### src/rtl/imem_fetch_if.sv
// Fetch-unit bus bundle: redirect/fetch control, instruction memory port and
// the decoupled instruction output toward decode.
interface imem_fetch_if;
  logic        fetch_en;
  logic        redirect_valid;
  logic [23:0] redirect_pc;
  logic [23:0] imem_addr;
  logic [23:0] imem_data;
  logic        out_valid;
  logic        out_ready;
  logic [23:0] out_instr;
  logic [23:0] out_pc;

  // Fetch unit side
  modport slave (
    input  fetch_en, redirect_valid, redirect_pc, imem_data, out_ready,
    output imem_addr, out_valid, out_instr, out_pc
  );

  // Core / memory / decode side
  modport master (
    output fetch_en, redirect_valid, redirect_pc, imem_data, out_ready,
    input  imem_addr, out_valid, out_instr, out_pc
  );
endinterface

### src/rtl/imem_fetch.sv
// Instruction fetch: issues one word address per cycle to a 1-cycle-latency
// memory and buffers responses in a 2-entry FIFO. Issue is throttled so that
// buffered + in-flight never exceeds the FIFO depth, so responses never drop.
module imem_fetch #(
  parameter logic [23:0] RESET_PC = 24'h000000,
  parameter int          DEPTH    = 2
) (
  input  logic       clk,
  input  logic       rst_n,
  imem_fetch_if.slave bus
);

  logic [23:0] r_pc;
  logic        r_inflight;
  logic [23:0] r_ipc;
  logic        r_kill;
  logic [1:0]  r_count;
  logic [23:0] r_epc [DEPTH];
  logic [23:0] r_ein [DEPTH];

  logic        w_pop;
  logic        w_issue;
  logic        w_wr;
  logic        w_slot;
  logic [2:0]  w_occ;

  // Occupancy after this edge's pop, counting the response still in flight.
  assign w_pop   = bus.out_valid & bus.out_ready;
  assign w_occ   = {1'b0, r_count} + {2'b0, r_inflight} - {2'b0, w_pop};
  assign w_issue = bus.fetch_en & ~bus.redirect_valid & (w_occ < 3'(DEPTH));
  // A redirect flushes the buffer, so the response landing with it is dropped.
  assign w_wr    = r_inflight & ~r_kill & ~bus.redirect_valid;
  // Write position is behind the head after any simultaneous pop.
  assign w_slot  = ((r_count == 2'd1) & ~w_pop) | (r_count == 2'd2);

  assign bus.imem_addr = r_pc;
  assign bus.out_valid = (r_count != 2'd0);
  assign bus.out_instr = r_ein[0];
  assign bus.out_pc    = r_epc[0];

  // PC advance, redirect, and in-flight tracking.
  always_ff @(posedge clk or negedge rst_n) begin
    if (!rst_n) begin
      r_pc       <= RESET_PC;
      r_inflight <= 1'b0;
      r_ipc      <= '0;
      r_kill     <= 1'b0;
    end else begin
      r_kill     <= bus.redirect_valid & w_issue;
      r_inflight <= w_issue;
      if (bus.redirect_valid) r_pc <= bus.redirect_pc;
      else if (w_issue)       r_pc <= r_pc + 24'd1;
      if (w_issue) r_ipc <= r_pc;
    end
  end

  // Output FIFO: entry 0 is the head; pop shifts, write lands behind head.
  always_ff @(posedge clk or negedge rst_n) begin
    if (!rst_n) begin
      r_count <= 2'd0;
      for (int i = 0; i < DEPTH; i++) begin
        r_epc[i] <= '0;
        r_ein[i] <= '0;
      end
    end else if (bus.redirect_valid) begin
      r_count <= 2'd0;
    end else begin
      if (w_pop) begin
        r_epc[0] <= r_epc[1];
        r_ein[0] <= r_ein[1];
      end
      if (w_wr) begin
        r_epc[w_slot] <= r_ipc;
        r_ein[w_slot] <= bus.imem_data;
      end
      r_count <= r_count + {1'b0, w_wr} - {1'b0, w_pop};
    end
  end

endmodule
### src/flat_wrapper.sv
// flat-port wrapper written by rule: the top's interface ports become plain ports
module imem_fetch_flat 
#(
  parameter logic [23:0] RESET_PC = 24'h000000,
  parameter int          DEPTH    = 2
)
  (clk, rst_n, bus_fetch_en, bus_redirect_valid, bus_redirect_pc, bus_imem_data, bus_out_ready, bus_imem_addr, bus_out_valid, bus_out_instr, bus_out_pc);
  imem_fetch_if bus_i ();
  input  logic clk;
  input  logic rst_n;
  input wire logic [$bits(bus_i.fetch_en)-1:0] bus_fetch_en;
  input wire logic [$bits(bus_i.redirect_valid)-1:0] bus_redirect_valid;
  input wire logic [$bits(bus_i.redirect_pc)-1:0] bus_redirect_pc;
  input wire logic [$bits(bus_i.imem_data)-1:0] bus_imem_data;
  input wire logic [$bits(bus_i.out_ready)-1:0] bus_out_ready;
  output wire logic [$bits(bus_i.imem_addr)-1:0] bus_imem_addr;
  output wire logic [$bits(bus_i.out_valid)-1:0] bus_out_valid;
  output wire logic [$bits(bus_i.out_instr)-1:0] bus_out_instr;
  output wire logic [$bits(bus_i.out_pc)-1:0] bus_out_pc;
  assign bus_i.fetch_en = bus_fetch_en;
  assign bus_i.redirect_valid = bus_redirect_valid;
  assign bus_i.redirect_pc = bus_redirect_pc;
  assign bus_i.imem_data = bus_imem_data;
  assign bus_i.out_ready = bus_out_ready;
  assign bus_imem_addr = bus_i.imem_addr;
  assign bus_out_valid = bus_i.out_valid;
  assign bus_out_instr = bus_i.out_instr;
  assign bus_out_pc = bus_i.out_pc;
  imem_fetch #(.RESET_PC(RESET_PC), .DEPTH(DEPTH)) u_core (.clk(clk), .rst_n(rst_n), .bus(bus_i));
endmodule
### config.mk
export PLATFORM = sky130hd
export DESIGN_NAME = imem_fetch_flat
export DESIGN_NICKNAME = d
export VERILOG_FILES = /design/src/rtl/imem_fetch_if.sv /design/src/rtl/imem_fetch.sv /design/src/flat_wrapper.sv
export SDC_FILE = /design/constraint.sdc
export NUM_CORES = 1
export LEC_CHECK = 0
export BUFFER_PORTS_ARGS = -buffer_cell sky130_fd_sc_hd__buf_4
export CAP_MARGIN = 20
export CORE_MARGIN = 4
export CORE_UTILIZATION = 30
export DETAILED_ROUTE_END_ITERATION = 8
export HOLD_SLACK_MARGIN = 0.06
export PLACE_DENSITY_LB_ADDON = 0.3
export SLEW_MARGIN = 30
export SYNTH_ARGS = -nofsm -noshare
export SYNTH_HDL_FRONTEND = slang
export SYNTH_SLANG_ARGS = --single-unit
export TNS_END_PERCENT = 100
### constraint.sdc
create_clock -name clk -period 3.7 [get_ports clk]
set_clock_uncertainty 0.2 [all_clocks]
set_input_delay 0.74 -clock clk [delete_from_list [all_inputs] [get_ports clk]]
set_output_delay 0.74 -clock clk [all_outputs]
set_load 0.01 [all_outputs]
==> flow_summary.json, run 1 <==
{
  "outcome": "complete, no violations",
  "drtAntennaViolNets": 0,
  "worst_setup_endpoint": "u_core.bus.imem_addr[14]",
  "synth_commonest_cells": "dfrtp_1 (148), nand2_1 (132), o21ai_0 (58)",
  "mappedNetlistArea_um2": 6914,
  "die_area_um2": 25540,
  "wire_length_of_the_first_global_routing_pass_um": 27280,
  "hpwl_um": 11290,
  "route.detailed.drc": 0,
  "synthXorXnorAreaFrac": 0.007600,
  "synth_top_flop_cell": "dfrtp_1",
  "antenna_cells": 0,
  "drt_wl_total_um": 16440,
  "finish.cell_count_without_fillers": 1027,
  "largest_cells_by_area_after_synthesis": "dfrtp_1 (54%), mux2_2 (7.8%), nand2_1 (7.2%)",
  "synthToLayoutAreaGrowth_pct": 21.43,
  "relSlewSlack": 0.4306,
  "cts_tree": "built",
  "dieHeight_um": 159.8,
  "synth_fp_nets": 716,
  "ys_async_sr_fraction": 1.000,
  "wl_per_cell_um": 16.01,
  "grt_usage": 0.1322,
  "post-route-period-util": 0.8458,
  "start_kind": "flip-flop",
  "fraction_of_the_mapped_netlist_area_in_adder_cells": 0.008324,
  "synth_largest_type_area_fraction": 0.5356,
  "rr_startpoint": "u_core.r_count[1]",
  "post-cts-setup-buffer-count": 0,
  "cts.sinks": 148,
  "timing.setup.critical_path_class": "reg2reg",
  "post_synth_inst_count": 659,
  "leakagePower_nw": 3.932,
  "grt_overflow": 0,
  "count_leader_synth": "dfrtp_1",
  "dr.pass1.iters": 4,
  "cts_hold_buf": 0,
  "synth-edff-count": 0,
  "max_freq_ghz": 0.3196,
  "dp.cells": 996,
  "grt_setup_unrepaired": "no",
  "report.final.slew_viol_count": 0,
  "synth.avg_cell_area_um2": 10.49,
  "reg2reg_depth": 9,
  "rows": 55,
  "cts_inserted_buffers": 17,
  "clock-root-buffer": "clkbuf_16",
  "grt_max_degree": 58,
  "cp_max_fo": 16,
  "floorplan.initialDensity": 0.3054,
  "regToRegSetupSlack_ns": 0.57,
  "postCtsResizedCells": 0,
  "synth_area_leader_cell": "dfrtp_1",
  "yosysWarningCount": 0,
  "proportion_of_synthesized_area_in_mux_cells": 0.1361,
  "crit_required_ns": 3.80,
  "fraction_of_layout_cells_with_a_size_suffix_above_1": 0.3019,
  "worst_ep_arrival_time_ns": 3.23,
  "final_critical_path_setup_slack_ns": 0.5707,
  "synth_compound_area_frac": 0.07980,
  "cellPowerDensity_nw_per_um2": 782.6,
  "clock_insertion_delay_worst_skew_ns": 0.42,
  "ios": 126,
  "clockBufferDepth": 2,
  "grt_antenna_before_repair": 0,
  "count_of_distinct_cell_types_in_the_synthesized_netlist": 44,
  "drt-vias-per-instance": 4.805,
  "cp-startpoint": "u_core.r_count[1]",
  "post_synth_and_or_nand_nor_area_fraction": 0.1493,
  "worst_setup_hold_path_clk_slew_ns": 0.06,
  "measured_slew_at_the_worst_slew_check_pin_ns": 0.8510,
  "route.vias.total": 4935,
  "timing_hold_violations_final": 0,
  "reg2reg_to": "u_core.bus.imem_addr[14]",
  "setup-tns-final_ns": 0,
  "drt_first_iter_violations": 204,
  "post-place-ws_ns": 0.2832,
  "setup_viol": 0,
  "ys_ff_latch": 148,
  "dieWidth_um": 159.8,
  "max-vdd-ir-drop_uv": 267.9,
  "cts_max_level": 4,
  "combinational_family_with_the_most_area_after_synthesis": "simple AND/OR/NAND/NOR gates",
  "synth.yosys.seq_area_share": 0.5356,
  "finalCriticalPeriod_ns": 3.129,
  "max_cap_viol_count": 0,
  "timing.critical_path.to_type": "flip-flop",
  "core-area_um2": 22640,
  "first_global_vias": 4973,
  "hold-worst-slack_ns": 0.09933,
  "hold_path_class": "in2async",
  "num-nets-final": 787,
  "routabilityCongestion": 0.7806,
  "numPortBuffers": 125
}
-- placed cells by master, fill, tap and decap left out, drive strengths merged, types with 3 or more instances in the layout --
cell | Yosys | final
clkbuf | 18 | 19
nor4 | 11 | 11
mux2 | 48 | 48
nand4 | 7 | 7
mux2i | 40 | 40
nor2 | 32 | 32
nand2 | 133 | 133
dfrtp | 148 | 148
and2 | 4 | 4
a32oi | 3 | 3
a22oi | 5 | 5
nor3 | 11 | 11
buf | 66 | 136
bufinv | 0 | 3
clkinvlp | 0 | 4
a221o | 4 | 4
xor2 | 4 | 4
and3 | 6 | 6
inv | 7 | 9
o21ai | 58 | 58
clkinv | 1 | 4
o311ai | 10 | 10
nand3 | 14 | 14
ha | 3 | 3
a31oi | 4 | 4
-- worst max-delay path, cell delays in order (launching register included) --
cell	delay (ns)
dfrtp_1	0.47
o21ai_0	0.26
nor2_1	0.09
fa_1	0.40
xor2_1	0.17
or3_2	0.53
clkinv_4	0.14
nor2_1	0.20
a22o_1	0.25
or3_1	0.30
-- metrics by stage --
stage               area (µm²)  power [mW]  utilization
global placement          7806       4.850       0.3448
CTS                       8396       6.683       0.3708
finish                    8396       6.571       0.3708
global route              8396       7.059       0.3708
detailed placement        7806       4.905       0.3448
floorplan                 6914       4.205            -
-- worst min path at each step --
stage,from,endpoint,depth (start not counted)
after global routing,rst_n,u_core.r_ipc[4],1
after global placement,u_core.r_ipc[22],u_core.r_ipc[22],2
after CTS,rst_n,u_core.bus.imem_addr[23],1
after detailed placement,flip-flop,flip-flop,1
final,rst_n,asynchronous set/reset pin,1
after floorplan,rst_n,asynchronous set/reset pin,0
-- area by class of cell --
cell class / count / area [µm²]
Multi-Input combinational cell: 419 / 2649
Clock inverter: 12 / 156.4
Clock buffer: 19 / 432.9
Tap cell: 285 / 356.6
Inverter: 8 / 35.03
Fill cell: 2304 / 14240
Timing Repair Buffer: 136 / 1062
Sequential cell: 148 / 3704
-- kinds of logic after synthesis --
| group | after synthesis |
|---|---|
| AND/OR/NAND/NOR | 230 |
| flip-flops | 148 |
| buffers and inverters | 92 |
| AO/OA/AOI/OAI | 90 |
| multiplexers | 88 |
| XOR/XNOR | 6 |
| adder cells (fa/ha/maj) | 4 |
| other | 1 |
-- report_power, final --
part / switching, mW / total, mW / internal (mW)
clock: 0.674 / 1.73 / 1.06
combinational: 1.04 / 2.06 / 1.02
sequential: 0.513 / 2.77 / 2.26
total: 2.23 / 6.57 / 4.34
-- per-layer routing --
metal | track usage | part of all wire | vias up
li1 | - | - | 2376
met1 | 0.1893 | 0.50 | 2398
met2 | 0.1941 | 0.44 | 142
met3 | 0.03613 | 0.046 | 19
met4 | 0.04380 | 0.014 | 0
met5 | 0 | 0 | -
Note: power is estimated with default switching activity, not from simulation.
==> inputs of run 2 (changes only) <==
--- a/config.mk
+++ b/config.mk
@@ -5,6 +5,7 @@
 export SDC_FILE = /design/constraint.sdc
 export NUM_CORES = 1
 export LEC_CHECK = 0
+export ABC_AREA = 1
 export BUFFER_PORTS_ARGS = -buffer_cell sky130_fd_sc_hd__buf_4
 export CAP_MARGIN = 20
 export CORE_MARGIN = 4
==> constraint.sdc (replaced) <==
create_clock -name clk -period 2.6 [get_ports clk]
set_clock_uncertainty 0.2 [all_clocks]
set_input_delay 0.52 -clock clk [delete_from_list [all_inputs] [get_ports clk]]
set_output_delay 0.52 -clock clk [all_outputs]
set_load 0.01 [all_outputs]
==> flow_summary.json, run 2 <==
{
  "report.final.slew_viol_count": 0,
  "critical_path.max_stage_delay_ns": 0.48,
  "timing.critical_path.to_type": "flip-flop",
  "post_synth_inst_count": 1000,
  "max_cap_viol_count": 0,
  "drtAntennaViolNets": 0,
  "clockBufferDepth": 2,
  "finalCriticalPeriod_ns": 2.430,
  "grt_usage": 0.1504,
  "worst_ep_arrival_time_ns": 2.53,
  "antenna_cells": 0,
  "reg2reg_to": "u_core.bus.imem_addr[4]",
  "dr.pass1.iters": 5,
  "globalRoute.busiestLayer": "met2",
  "numPortBuffers": 125,
  "timing_hold_violations_final": 0,
  "area.sequential_um2": 3704,
  "post-route-period-util": 0.9348,
  "synthToLayoutAreaGrowth_pct": 22.25,
  "power.switching_fraction": 0.3791,
  "final_cell_mix": "nand2_1 (376), dfrtp_1 (148), buf_4 (148)",
  "grt_overflow": 0,
  "core-area_um2": 25110,
  "groute.layer.met3.usage": 0.03352,
  "worst_path_max_delay_cell": "fa_1",
  "synth.avg_cell_area_um2": 7.641,
  "setup_viol": 0,
  "rows": 58,
  "first_global_vias": 6492,
  "regToRegSetupSlack_ns": 0.17,
  "whs_endpoint": "u_core.bus.imem_addr[13]",
  "worst_setup_hold_path_clk_slew_ns": 0.06,
  "floorplan.initialDensity": 0.3043,
  "hpwl_um": 14360,
  "num-nets-final": 1138,
  "timing.setup.critical_path_class": "reg2reg",
  "crit_required_ns": 2.70,
  "grt_setup_unrepaired": "yes",
  "dieHeight_um": 167.6,
  "final_core_utilization": 0.3720,
  "cts_inserted_buffers": 17,
  "grt_util_met1": 0.2131,
  "ys_ff_latch": 148,
  "hold-worst-slack_ns": 0.1121,
  "leakagePower_nw": 4.710,
  "grt_antenna_before_repair": 0,
  "routabilityCongestion": 0.8988,
  "synth_largest_type_area_fraction": 0.4847,
  "rr_startpoint": "u_core.r_count[0]",
  "reg2reg_depth": 15,
  "route.vias.total": 6545,
  "synth_area_leader_cell": "dfrtp_1",
  "fin_total_pwr_mw": 10.42,
  "multi_input_area_um2": 2967,
  "setup-tns-final_ns": 0,
  "synth_top_flop_cell": "dfrtp_1",
  "clock_insertion_delay_worst_skew_ns": 0.42,
  "max_freq_ghz": 0.4115,
  "drt_first_iter_violations": 432,
  "synth-edff-count": 0,
  "start_kind": "flip-flop",
  "synth_commonest_cells": "nand2_1 (380), dfrtp_1 (148), inv_1 (104)",
  "outcome": "complete, no violations",
  "cts.sinks": 148,
  "dieWidth_um": 167.6,
  "drt-vias-per-instance": 4.596,
  "whs_path_depth": 3,
  "max-vdd-ir-drop_uv": 499.2,
  "ys_async_sr_fraction": 1.000,
  "clock-root-buffer": "clkbuf_16",
  "ios": 126,
  "synth_fp_nets": 1057,
  "wl_per_cell_um": 14.54,
  "cts_max_level": 4,
  "design_area_um2": 9341,
  "die_area_um2": 28090,
  "mappedNetlistArea_um2": 7641,
  "worstHoldStart": "bus_redirect_pc[13]",
  "globalRouteMet2Util": 0.2296,
  "power_frac_comb": 0.371,
  "measured_slew_at_the_worst_slew_check_pin_ns": 0.6071,
  "route.detailed.drc": 0,
  "yosysWarningCount": 0,
  "crit_chain": "inv_2 -> nand2_4 -> nand2_4 -> inv_2 -> nor2_1 -> o21ai_1 -> fa_1 -> nand2_1 -> nor2_1 -> nand2_2 -> nand2_2 -> buf_6 -> clkinvlp_4 -> nand2_1 -> o211ai_1",
  "synth.yosys.seq_area_share": 0.4847,
  "most_common_cell_after_layout_fill_and_taps_aside": "nand2_1",
  "cellPowerDensity_nw_per_um2": 1115,
  "largest_cells_by_area_after_synthesis": "dfrtp_1 (48%), nand2_1 (19%), o21ai_0 (5.1%)",
  "count_leader_synth": "nand2_1",
  "wire_length_of_the_first_global_routing_pass_um": 34400,
  "relSlewSlack": 0.5921,
  "critPathTopFamily": "simple AND/OR/NAND/NOR gates",
  "worst_path_buf_inv": 4,
  "fraction_of_layout_cells_with_a_size_suffix_above_1": 0.1856,
  "cts_tree": "built",
  "hold_path_class": "in2reg",
  "sequentialPowerShare": 0.376,
  "grt_max_degree": 65,
  "cp_max_fo": 8,
  "drt_wl_total_um": 20700,
  "switching_power_mw": 3.949,
  "count_of_distinct_cell_types_in_the_synthesized_netlist": 27,
  "num-fill-cells": 2640,
  "cellInternalPower_mw": 6.467,
  "relative_contribution_of_the_clock_network_to_total_power": 0.253,
  "placedInstanceArea_um2": 8638
}
==> run 2: cell types whose count changed in the layout (fill, tap and decap cells not counted), sizes merged, moves of 10 or more <==
cell / change
o211ai: +47
buf: +19
inv: +98
o21ai: +37
nand3: +36
nor2: +13
o311ai: -10
mux2: -48
mux2i: -40
nand2: +249
nor4: -11
==> run 2: logic make-up after synthesis <==
group                      count (synthesis)  share of synthesized area
other                                      1                  0.0004908
AOI/OAI and AO/OA                        152                     0.1174
adders and majority gates                  4                   0.007533
buffers and inverters                    200                     0.1303
DFF                                      148                     0.4847
and+or+nand+nor                          492                     0.2561
xor gates and xnor gates                   3                   0.003439
==> run 2: cell type report <==
class | count | area share
Clock inverter | 13 | 0.01902
Clock buffer | 19 | 0.04849
Multi-Input combinational cell | 652 | 0.3176
Sequential cell | 148 | 0.3965
Inverter | 106 | 0.04299
Tap cell | 330 | 0.04420
Timing Repair Buffer | 156 | 0.1313
==> run 2: worst register-to-register path, stage by stage (launching register included) <==
cell and delay [ns]:
dfrtp_1 0.39, inv_2 0.08, nand2_4 0.07, nand2_4 0.07, inv_2 0.04, nor2_1 0.09, o21ai_1 0.08, fa_1 0.48
nand2_1 0.05, nor2_1 0.11, nand2_2 0.12, nand2_2 0.08, buf_6 0.13, clkinvlp_4 0.16, nand2_1 0.10, o211ai_1 0.08
==> run 2: metal layers <==
metal  part of all wire  vias up  wire length, µm
met5                  0        -                0
met4              0.016        0              340
met3              0.049       23             1004
met2               0.45      180             9227
met1               0.49     3067            10130
li1                   -     3275                -
==> run 2: power groups by stage <==
stage | clock [mW] | sequential [mW] | combinational (mW)
after floorplan | 0 | 3.77 | 2.68
after global placement | 0 | 3.93 | 3.75
after detailed placement | 0 | 3.95 | 3.82
after CTS | 2.71 | 3.91 | 3.84
final | 2.63 | 3.92 | 3.87
after global routing | 2.81 | 4.05 | 4.42
==> run 2: repair_timing <==
action | CTS | global route
resized for setup | 0 | 13
hold endpoints to repair | 53 | 0
setup endpoints to repair | 0 | 35
buffers inserted | 0 | 2
hold buffers | 1 | 0
==> run 2: how the worst max path moves through the flow <==
stage,startpoint,to,slack [ns],depth (start not counted)
2_1_floorplan,u_core.r_count[1],u_core.bus.imem_addr[17],0.04,15
3_3_place_gp,bus_out_ready,u_core.bus.imem_addr[12],-0.006,14
3_5_place_dp,bus_out_ready,u_core.bus.imem_addr[12],-0.02,14
4_1_cts,u_core.r_count[0],u_core.bus.imem_addr[12],0.05,15
5_1_grt,u_core.r_count[1],u_core.bus.imem_addr[22],-0.006,14
6_report,u_core.r_count[0],u_core.bus.imem_addr[4],0.17,15
==> run 2: through the flow <==
step           setup slack (ns)  std cells
2_1_floorplan           0.03665       1000
3_3_place_gp          -0.006127       1389
3_5_place_dp           -0.02471       1389
4_1_cts                 0.04511       1422
5_1_grt               -0.005897       1424
6_report                 0.1696       1424
==> inputs of run 3 (changes only) <==
--- a/config.mk
+++ b/config.mk
@@ -17,4 +17,3 @@
 export SYNTH_ARGS = -nofsm -noshare
 export SYNTH_HDL_FRONTEND = slang
 export SYNTH_SLANG_ARGS = --single-unit
-export TNS_END_PERCENT = 100
==> constraint.sdc (replaced) <==
create_clock -name clk -period 2.86 [get_ports clk]
set_clock_uncertainty 0.2 [all_clocks]
set_input_delay 0.572 -clock clk [delete_from_list [all_inputs] [get_ports clk]]
set_output_delay 0.572 -clock clk [all_outputs]
set_load 0.01 [all_outputs]
==> flow_summary.json, run 3 (synthesis results as in run 2) <==
{
  "grt_antenna_before_repair": 0,
  "setup-tns-final_ns": 0,
  "critPathTopFamily": "simple AND/OR/NAND/NOR gates",
  "dieWidth_um": 167.6,
  "route.detailed.drc": 0,
  "post-route-period-util": 0.9140,
  "ios": 126,
  "timing.setup.critical_path_class": "reg2reg",
  "measured_slew_at_the_worst_slew_check_pin_ns": 0.8578,
  "rows": 58,
  "num-nets-final": 1124,
  "grt_max_degree": 97,
  "crit_chain": "inv_1 -> nand2_2 -> nand2_2 -> nor2_1 -> o21ai_0 -> fa_1 -> nand2_1 -> nor2_1 -> nand2_1 -> nand2_2 -> buf_12 -> o21ai_0 -> inv_1 -> nand3_1",
  "multi_input_area_um2": 2947,
  "max_freq_ghz": 0.3825,
  "start_kind": "flip-flop",
  "synthToLayoutAreaGrowth_pct": 20.48,
  "timing.critical_path.to_type": "flip-flop",
  "max-vdd-ir-drop_uv": 376.2,
  "post-cts-setup-buffer-count": 0,
  "dieHeight_um": 167.6,
  "grt_overflow": 0,
  "wl_per_cell_um": 14.29,
  "worst_setup_hold_path_clk_slew_ns": 0.06,
  "cts_max_level": 4,
  "worst_ep_arrival_time_ns": 2.78,
  "max_cap_viol_count": 0,
  "cp_max_fo": 7,
  "cts.sinks": 148,
  "hold-worst-slack_ns": 0.1615,
  "report.final.slew_viol_count": 0,
  "drt_first_iter_violations": 459,
  "dr.pass1.iters": 8,
  "most_common_cell_after_layout_fill_and_taps_aside": "nand2_1",
  "routabilityCongestion": 0.8414,
  "drtAntennaViolNets": 0,
  "area.sequential_um2": 3704,
  "hpwl_um": 13780,
  "final_cell_mix": "nand2_1 (378), dfrtp_1 (148), buf_4 (135)",
  "setup_viol": 0,
  "grt_setup_unrepaired": "no",
  "fraction_of_layout_cells_with_a_size_suffix_above_1": 0.1685,
  "drt_wl_total_um": 20160,
  "grt_usage": 0.1461,
  "outcome": "complete, no violations",
  "route.vias.total": 6460,
  "crit_required_ns": 3.02,
  "worst_path_buf_inv": 3,
  "numPortBuffers": 125,
  "cp_common_cell": "nand2_2",
  "clock-root-buffer": "clkbuf_16",
  "antenna_cells": 0,
  "floorplan.initialDensity": 0.3043,
  "timing_hold_violations_final": 0,
  "hold_path_class": "in2reg",
  "drt-vias-per-instance": 4.582,
  "finalCriticalPeriod_ns": 2.614,
  "cellPowerDensity_nw_per_um2": 1006,
  "cts_inserted_buffers": 17,
  "num-fill-cells": 2702,
  "first_global_vias": 6311,
  "leakagePower_nw": 4.631,
  "core-area_um2": 25110,
  "clock_insertion_delay_worst_skew_ns": 0.42,
  "relSlewSlack": 0.4281,
  "worst_path_max_delay_cell": "fa_1",
  "cts_tree": "built",
  "die_area_um2": 28090,
  "clockBufferDepth": 2,
  "critical_path.max_stage_delay_ns": 0.44,
  "wire_length_of_the_first_global_routing_pass_um": 33420
}
run 3: stage by stage:
| stage | worst slack [ns] | area (µm²) | util | power [mW] | std cells |
|---|---|---|---|---|---|
| 3_3_place_gp | 0.06357 | 8583 | 0.3418 | 6.945 | 1377 |
| 4_1_cts | 0.1397 | 9204 | 0.3666 | 9.383 | 1410 |
| 2_1_floorplan | 0.06566 | 7641 | - | 5.848 | 1000 |
| 3_5_place_dp | 0.02689 | 8583 | 0.3418 | 7.030 | 1377 |
| 5_1_grt | 0.01022 | 9206 | 0.3667 | 10.03 | 1410 |
| 6_report | 0.2459 | 9206 | 0.3667 | 9.263 | 1410 |
run 3: final cells by class:
cell class | instances | share of cell area
clock buffers | 20 | 0.04961
clock inverters | 12 | 0.01672
inverters | 106 | 0.04322
multi-input cells | 652 | 0.3201
flip-flops and latches | 148 | 0.4023
well taps | 330 | 0.04485
repair buffers | 142 | 0.1233
run 3: worst register-to-register path, cell delays in order, from the launching register on:
cell     delay [ns]
dfrtp_1        0.40
inv_1          0.09
nand2_2        0.08
nand2_2        0.09
nor2_1         0.07
o21ai_0        0.22
fa_1           0.44
nand2_1        0.07
nor2_1         0.04
nand2_1        0.20
nand2_2        0.17
buf_12         0.17
o21ai_0        0.18
inv_1          0.07
nand3_1        0.08
run 3: worst paths after layout:
kind / slack [ns] / to / cells after the start / from
worst max-delay path: 0.25 / u_core.bus.imem_addr[17] / 14 / u_core.r_count[0]
worst min-delay path: 0.16 / u_core.bus.imem_addr[8] / 3 / bus_redirect_pc[8]
worst max register to register: 0.25 / u_core.bus.imem_addr[17] / 14 / u_core.r_count[0]
worst min register to register: 0.28 / flip-flop / 2 / flip-flop
max in group asynchronous: 1.31 / asynchronous set/reset pin / 3 / rst_n
min in group asynchronous: 0.48 / u_core.bus.out_instr[1] / 2 / rst_n
run 3: report_power, final:
group | switching (mW) | internal, mW | total, mW
registers | 0.637 | 2.90 | 3.53
clock network | 0.890 | 1.42 | 2.31
logic | 2.00 | 1.42 | 3.42
total | 3.53 | 5.73 | 9.26
run 3: layer usage:
layer  part of all wire  routed length (µm)  GRT usage
met5                  0                   0          0
met3              0.047                 951    0.03116
met4              0.011                 223    0.03529
met1               0.48                9764     0.2099
met2               0.46                9216     0.2263
run 3: timing repair:
item,in CTS,in global routing
gates resized for setup,0,1
hold buffers,1,0
hold endpoints to repair,48,0
setup endpoints to repair,0,15
